--- src/rtl/imem_dmem_arbiter_pkg.sv ---
// Shared definitions for the instruction/data memory arbiter: response-owner
// encodings and the core start address.
package imem_dmem_arbiter_pkg;

    typedef enum logic [1:0] {
        R_NONE = 2'd0,
        R_IF   = 2'd1,
        R_D    = 2'd2
    } rsp_t;

    localparam logic [31:0] RESET_ADDR = 32'h0000_0000;

endpackage

--- src/rtl/imem_dmem_arbiter_stall_counter.sv ---
// Enabled wrap-around event counter with asynchronous active-high reset,
// used for the fetch and data stall statistics.
module stall_counter #(
    parameter int unsigned CNT_W = 32
) (
    input  logic             clk,
    input  logic             reset,
    input  logic             en,
    output logic [CNT_W-1:0] count
);

    always_ff @(posedge clk or posedge reset) begin
        if (reset)
            count <= '0;
        else if (en)
            count <= count + CNT_W'(1);
    end

endmodule

--- src/rtl/imem_dmem_arbiter.sv ---
// Arbitrates one synchronous-read single-port RAM between instruction fetch
// and the data stage, returning each response to its owner one cycle later.
module imem_dmem_arbiter
    import imem_dmem_arbiter_pkg::*;
#(
    parameter int unsigned STARVE_MAX = 3,
    parameter int unsigned CNT_W      = 32
) (
    input  logic             clk,
    input  logic             reset,
    input  logic             if_req,
    input  logic [31:0]      if_addr,
    input  logic             if_flush,
    output logic             if_gnt,
    output logic             if_rvalid,
    output logic [31:0]      if_rdata,
    input  logic             d_req,
    input  logic [3:0]       d_wen,
    input  logic [31:0]      d_addr,
    input  logic [31:0]      d_wdata,
    output logic             d_gnt,
    output logic             d_rvalid,
    output logic [31:0]      d_rdata,
    output logic [31:0]      mem_addr,
    output logic [3:0]       mem_wen,
    output logic [31:0]      mem_wdata,
    input  logic [31:0]      mem_rdata,
    output logic [CNT_W-1:0] if_stall_cnt,
    output logic [CNT_W-1:0] d_stall_cnt
);

    localparam logic [3:0] STARVE_LIM = 4'(STARVE_MAX);

    rsp_t       rsp;
    rsp_t       rsp_next;
    logic [3:0] starve_cnt;
    logic       if_ok;
    logic       if_prio;
    logic       if_win;
    logic       d_win;
    logic       if_stall_en;
    logic       d_stall_en;

    // Data normally wins; a fetch refused STARVE_MAX times takes priority.
    always_comb begin
        if_ok   = if_req & ~if_flush;
        if_prio = if_ok & (starve_cnt == STARVE_LIM);
        if_win  = if_prio | (if_ok & ~d_req);
        d_win   = d_req & ~if_prio;
    end

    always_comb begin
        if_gnt    = if_win & ~reset;
        d_gnt     = d_win & ~reset;
        mem_addr  = d_win ? d_addr : if_addr;
        mem_wdata = d_win ? d_wdata : '0;
        mem_wen   = d_gnt ? d_wen : '0;
    end

    // Flush cycles neither count toward nor clear starvation.
    always_ff @(posedge clk or posedge reset) begin
        if (reset)
            starve_cnt <= '0;
        else if (if_gnt || !if_req)
            starve_cnt <= '0;
        else if (!if_flush && starve_cnt != STARVE_LIM)
            starve_cnt <= starve_cnt + 4'd1;
    end

    always_ff @(posedge clk or posedge reset) begin
        if (reset)
            rsp <= R_NONE;
        else
            rsp <= rsp_next;
    end

    always_comb begin
        rsp_next = R_NONE;
        if (if_gnt)
            rsp_next = R_IF;
        else if (d_gnt)
            rsp_next = R_D;
    end

    always_comb begin
        if_rvalid = (rsp == R_IF) & ~if_flush & ~reset;
        d_rvalid  = (rsp == R_D) & ~reset;
        if_rdata  = mem_rdata;
        d_rdata   = mem_rdata;
    end

    always_comb begin
        if_stall_en = if_req & ~if_gnt;
        d_stall_en  = d_req & ~d_gnt;
    end

    stall_counter #(.CNT_W(CNT_W)) u_if_stall (
        .clk   (clk),
        .reset (reset),
        .en    (if_stall_en),
        .count (if_stall_cnt)
    );

    stall_counter #(.CNT_W(CNT_W)) u_d_stall (
        .clk   (clk),
        .reset (reset),
        .en    (d_stall_en),
        .count (d_stall_cnt)
    );

endmodule

--- config.mk ---
export PLATFORM = sky130hd
export DESIGN_NAME = imem_dmem_arbiter
export DESIGN_NICKNAME = d
export VERILOG_FILES = /design/src/rtl/imem_dmem_arbiter_pkg.sv /design/src/rtl/imem_dmem_arbiter_stall_counter.sv /design/src/rtl/imem_dmem_arbiter.sv
export SDC_FILE = /design/constraint.sdc
export NUM_CORES = 1
export LEC_CHECK = 0
export BUFFER_PORTS_ARGS = -buffer_cell sky130_fd_sc_hd__buf_4
export CAP_MARGIN = 20
export CORE_AREA = 2 2 130 132
export CTS_BUF_LIST = sky130_fd_sc_hd__clkbuf_16
export DETAILED_ROUTE_END_ITERATION = 10
export DIE_AREA = 0 0 132 134
export PLACE_DENSITY = 0.56
export SETUP_SLACK_MARGIN = 0.05
export SLEW_MARGIN = 20
export SYNTH_ARGS = -nofsm -noshare
export SYNTH_HDL_FRONTEND = slang
export SYNTH_SLANG_ARGS = --single-unit
export TNS_END_PERCENT = 1
--- constraint.sdc ---
create_clock -name clk -period 3.6 [get_ports clk]
set_input_delay 0.36 -clock clk [delete_from_list [all_inputs] [get_ports clk]]
set_output_delay 0.36 -clock clk [all_outputs]
set_load 0.03 [all_outputs]
==> results of run 1 <==
## sequential cells by signal, summed over array words and instances (netlist names)
register / flops
u_d_stall.count: 32
u_if_stall.count: 32
rsp: 2
starve_cnt: 4
## cell usage in the layout (no fill, tap or decap), types with 2 or more instances in the layout
cell,n
nand3_1,29
mux2_2,34
and2_1,38
xor2_1,21
nor2_2,2
a21oi_1,2
dfrtp_1,70
nor3_1,8
or4_1,3
buf_4,243
nand2b_1,3
nor3_2,2
clkbuf_16,9
nand4_1,17
nor4b_1,2
nor2_1,10
nor3b_1,3
o21ai_0,2
and4_1,4
bufinv_16,2
ha_1,3
nand2_1,22
and3_1,9
xnor2_1,43
nor4_1,7
## cell families after synthesis
logic type      count (synthesis)  synth area share
xor+xnor                       64             0.131
buf+inv                        74             0.123
flops                          70             0.411
simple gates                  165             0.227
mux                            34            0.0898
fa+ha+maj                       3           0.00880
compound gates                  7           0.00969
## power groups by stage
stage          Clock [mW]  Combinational, mW  Sequential (mW)
6_report            0.919              0.861             1.00
3_5_place_dp            0              0.871             1.02
3_3_place_gp            0              0.864             1.01
4_1_cts             0.945              0.873             1.00
5_1_grt             0.980              0.911             1.02
2_1_floorplan           0              0.468             1.15
## cell type report
type	count	area [µm²]
clock buffer	9	225
timing repair buffer	244	1840
fill	1649	10100
tap	220	275
sequential	70	1750
multi-input combinational	273	2000
clock inverter	5	76.3
inverter	1	3.75
## synthesized netlist by cell type, drive strengths merged, types with 2 or more instances
| cell | number |
|---|---|
| dfrtp | 70 |
| buf | 69 |
| xnor2 | 43 |
| and2 | 38 |
| mux2 | 34 |
| nand3 | 30 |
| nand2 | 22 |
| xor2 | 21 |
| nand4 | 17 |
| nor2 | 12 |
| nor3 | 10 |
| and3 | 9 |
| nor4 | 8 |
| and4 | 4 |
| clkbuf | 4 |
| ha | 3 |
| nand2b | 3 |
| nor3b | 3 |
| nor4b | 3 |
| or4 | 3 |
| a21oi | 2 |
| o21ai | 2 |
## per-stage QoR
stage / power, mW / instance area [µm²]
floorplan: 1.62 / 4260
global placement: 1.88 / 5870
detailed placement: 1.89 / 5870
CTS: 2.82 / 6180
global route: 2.91 / 6180
finish: 2.78 / 6180
## routing by layer
| layer | global-route usage | up-vias | wire length (µm) |
|---|---|---|---|
| met4 | 0.0845 | 0 | 627 |
| met5 | 0 | - | 0 |
| met1 | 0.167 | 1745 | 5350 |
| met3 | 0.0540 | 30 | 1080 |
| met2 | 0.283 | 172 | 7620 |
| li1 | - | 1730 | - |
## path summary, 6_finish.rpt
check	startpoint	endpoint	depth (start not counted)
min in group clk	reset	rsp[0]	2
max	starve_cnt[0]	mem_addr[16]	6
max reg2reg	starve_cnt[0]	u_if_stall.count[18]	6
max in group asynchronous	reset	u_if_stall.count[31]	3
min	reset	rsp[1]	3
min reg2reg	u_d_stall.count[31]	u_d_stall.count[31]	1
## worst max-delay path, stage by stage (launching register included)
cell      delay [ns]
dfrtp_1         0.41
ha_1            0.22
nor4b_2         0.18
a21boi_4        0.59
buf_12          0.29
mux2_2          0.37
buf_4           0.17
==> run_results.csv, run 1 <==
group,metric,value,unit
setup_path,worst-r2r-setup-slack,1.18,ns
yosys,avgSynthCellArea,10.2,µm²
die,fp.dieW,132,µm
power_and_ir_drop,p_per_area,451,nW/µm²
detailed_routing,wl_per_cell,17.9,µm
sta,max_slew_margin,0.523,
yosys,synth_nets,557,
power_and_ir_drop,p_int,1.83,mW
yosys,synthCells,417,
sta,tightest_slew,0.713,ns
detailed_routing,drc_errors,0,
layout,insertedDiodeCount,0,
layout,nets,739,
power_and_ir_drop,switching_share,0.342,
sta,hold_viol,0,
placed_design,place.gp.congestion,0.834,
detailed_routing,ant_nets,0,
die,num_rows,47,
yosys,synth_edf_count,0,
clocking,post_cts_resized,0,
detailed_routing,dr_total_vias,3677,
clocking,clockRootBuffer,"clkbuf_16",
yosys,yosysSeqAreaShare,0.411,
clocking,ctsHtreeMaxLevel,3,
sta,maxSlewViolCount,0,
layout,finalNonFillerCells,822,
layout,area_delta_synth_final,44.8,%
detailed_routing,dr.pass1.iters,4,
yosys,ys_ff_latch,70,
hold_path,min_path_type,"input port to asynchronous set/reset pin",
yosys,ys_async_sr_fraction,1.00,
power_and_ir_drop,p_switching,951,µW
sta,grt_setup_unrepaired,"false",
placed_design,dp_hpwl,12200,µm
clocking,cts_buffer_depth,2,
yosys,synth_area_leaders,"dfrtp_1, buf_4, mux2_2, xnor2_1, and2_1",
yosys,ys_dominant_reg_cell,"dfrtp_1",
sta,layout_worst_path_cycle_share,0.820,
placed_design,place_inst,808,
yosys,synth-warning-count,0,
setup_path,cp-end-kind,"output pin",
sta,period_minus_slack,2.95,ns
detailed_routing,drt_iter0_drc,184,
yosys,syn_area,4260,µm²
setup_path,start_kind,"register",
setup_path,cp.required,3.24,ns
setup_path,crit_type,"register to output pin",
clocking,post_cts_buffers,0,
detailed_routing,drt-vias-per-instance,4.47,
die,io_pins,337,
die,start_util,0.262,
sta,holdWs,0.162,ns
die,die_h,134,µm
grt,grt_pass1_vias,3638,
power_and_ir_drop,ir_drop,0.195,mV
clocking,cts_sinks,70,
clocking,clk_latency,0.34,ns
sta,fin_ws,0.649,ns
sta,finalSetupTns,0,ns
clocking,path_clk_slew,0.06,ns
yosys,ys_types,35,
sta,timing.fmax,0.339,GHz
grt,grt_pass1_wl,21200,µm
clocking,cts_tree,"yes",
grt,track_usage,0.159,
die,die-area,17700,µm²
layout,final_core_util,0.379,
setup_path,critPathMaxFanout,47,
yosys,synth_top_area_cell,"dfrtp_1",
sta,setup_viol,0,
grt,antenna_found_initial,0,
power_and_ir_drop,clock_power_share,0.330,
placed_design,pre_cts_ws,1.04,ns
power_and_ir_drop,comb_power_share,0.310,
clocking,cts_buffers,9,
job,cap_violations,0,
setup_path,cp.arrival,2.59,ns
detailed_routing,drt-total-wl,14700,µm
yosys,synth_top_cell_area_share,0.411,
layout,drive_above_1_share,0.498,
run_status,status,"completed",
grt,grt_max_degree,48,
die,core,16300,µm²
sta,finalClockSkew,0.00858,ns
clocking,hold_buffers,0,
power_and_ir_drop,power_leakage,2.95,nW
grt,grt-ovfl-total,0,
power_and_ir_drop,pwr-share-seq,0.360,
placed_design,io_buffers,240,
No activity file was read; power rests on OpenSTA's default activity.
==> inputs of run 2 (changes only) <==
==> constraint.sdc (replaced) <==
create_clock -name clk -period 2.9 [get_ports clk]
set_input_delay 0.29 -clock clk [delete_from_list [all_inputs] [get_ports clk]]
set_output_delay 0.29 -clock clk [all_outputs]
set_load 0.03 [all_outputs]
==> run_results.csv, run 2 (synthesis gave the netlist of run 1 again) <==
group,metric,value,unit
run_status,status,"completed",
sta,max_slew_margin,0.552,
grt,track_usage,0.159,
placed_design,io_buffers,240,
detailed_routing,drt-total-wl,14700,µm
placed_design,pre_cts_ws,0.562,ns
sta,layout_worst_path_cycle_share,0.859,
sta,maxSlewViolCount,0,
layout,mostFrequentLayoutCells,"buf_4, dfrtp_1, xnor2_1",
setup_path,start_kind,"register",
sta,timing.fmax,0.401,GHz
setup_path,crit_type,"register to output pin",
grt,grt_pass1_wl,21600,µm
layout,final_common_cell,"buf_4",
layout,insertedDiodeCount,0,
clocking,ctsHtreeMaxLevel,3,
clocking,post_cts_buffers,0,
clocking,clk_latency,0.32,ns
die,num_rows,47,
clocking,cts_buffers,9,
layout,reg.largest.list,"u_d_stall.count: 32 flops, u_if_stall.count: 32 flops, starve_cnt: 4 flops",
sta,period_minus_slack,2.49,ns
setup_path,cp-end-kind,"output pin",
layout,area_delta_synth_final,44.2,%
sta,tightest_slew,0.666,ns
layout,stdcell_area,6150,µm²
clocking,hold_buffers,0,
clocking,path_clk_slew,0.06,ns
clocking,cts_tree,"yes",
setup_path,ff2ff_path_depth,6,
setup_path,crit_slowest_cell,"dfrtp_1",
detailed_routing,dr_total_vias,3703,
sta,hold_viol,0,
setup_path,r2r_end,"u_if_stall.count[18]",
die,start_util,0.262,
sta,finalSetupTns,0,ns
setup_path,r2r-start,"starve_cnt[0]",
grt,grt_max_degree,71,
die,io_pins,337,
layout,nets,740,
layout,drive_above_1_share,0.502,
clocking,clockRootBuffer,"clkbuf_16",
detailed_routing,drc_errors,0,
setup_path,cp.required,2.61,ns
hold_path,min_path_type,"input port to asynchronous set/reset pin",
detailed_routing,ant_nets,0,
clocking,cts_sinks,70,
die,fp.dieW,132,µm
setup_path,cp_cell_sequence,"ha_1, nor4b_2, a21boi_4, buf_12, mux2_2, buf_4",
power_and_ir_drop,p_per_area,536,nW/µm²
sta,finalClockSkew,0.00662,ns
power_and_ir_drop,power_leakage,2.94,nW
setup_path,slowest_delay,0.40,ns
sta,setup_viol,0,
detailed_routing,wl_per_cell,17.8,µm
clocking,post_cts_resized,0,
detailed_routing,drt_iter0_drc,156,
grt,grt_pass1_vias,3738,
setup_path,critPathMaxFanout,70,
die,die_h,134,µm
detailed_routing,drt-vias-per-instance,4.49,
placed_design,place.gp.congestion,0.798,
grt,antenna_found_initial,0,
die,die-area,17700,µm²
power_and_ir_drop,ir_drop,0.252,mV
detailed_routing,dr.pass1.iters,4,
setup_path,cp.arrival,2.20,ns
placed_design,dp_hpwl,12200,µm
clocking,cts_buffer_depth,2,
job,cap_violations,0,
sta,grt_setup_unrepaired,"false",
sta,fin_ws,0.408,ns
grt,grt-ovfl-total,0,
placed_design,place_area,5880,µm²
setup_path,worst-r2r-setup-slack,0.56,ns
die,core,16300,µm²
==> run 2: cell count changes in the layout (fill, tap and decap cells not counted) <==
| cell | previous run | this run |
|---|---|---|
| buf_4 | 243 | 244 |
| clkinv_4 | 0 | 1 |
| clkinv_1 | 1 | 0 |
| bufinv_16 | 2 | 0 |
| clkinv_2 | 1 | 5 |
==> run 2: final cells by class <==
| class | count | area, µm² |
|---|---|---|
| tap | 220 | 275 |
| clock inverter | 7 | 41.3 |
| inverter | 1 | 3.75 |
| timing repair buffer | 245 | 1850 |
| multi-input combinational | 273 | 2000 |
| fill | 1662 | 10100 |
| sequential | 70 | 1750 |
| clock buffer | 9 | 225 |
==> run 2: how the worst max path moves through the flow <==
stage | start | end
2_1_floorplan | reset | mem_wen[0]
3_3_place_gp | starve_cnt[0] | u_if_stall.count[26]
3_5_place_dp | starve_cnt[0] | u_if_stall.count[18]
4_1_cts | starve_cnt[0] | mem_addr[3]
5_1_grt | starve_cnt[0] | mem_addr[26]
6_report | starve_cnt[0] | mem_addr[26]
==> run 2: metal layers <==
layer,vias to the layer above,global-route usage,part of all wire
li1,1739,-,-
met1,1781,0.176,0.37
met2,162,0.291,0.53
met3,21,0.0427,0.069
met4,0,0.0616,0.027
met5,-,0,0
==> run 2: worst max-delay path: cells and delay by family (launching register included) <==
kind | cells | cell delay [ns]
buffers and inverters | 2 | 0.46
muxes | 1 | 0.39
adders and majority gates | 1 | 0.24
AOI/OAI and AO/OA | 1 | 0.18
DFF | 1 | 0.40
and+or+nand+nor | 1 | 0.19
==> run 2: report_power, final <==
group / switching, mW / total [mW] / leakage [nW] / internal (mW)
registers: 0.161 / 1.25 / 0.928 / 1.08
logic: 0.614 / 1.07 / 1.88 / 0.452
clock network: 0.412 / 0.984 / 0.135 / 0.572
total: 1.19 / 3.30 / 2.94 / 2.11
==> run 2: stage by stage <==
stage / power, mW / hold slack (ns) / util / std cells
finish: 3.30 / 0.208 / 0.377 / 825
global route: 3.47 / 0.202 / 0.377 / 825
CTS: 3.35 / 0.192 / 0.377 / 825
detailed placement: 2.34 / 0.466 / 0.361 / 809
global placement: 2.33 / 0.463 / 0.361 / 809
floorplan: 2.01 / 0.481 / - / 417
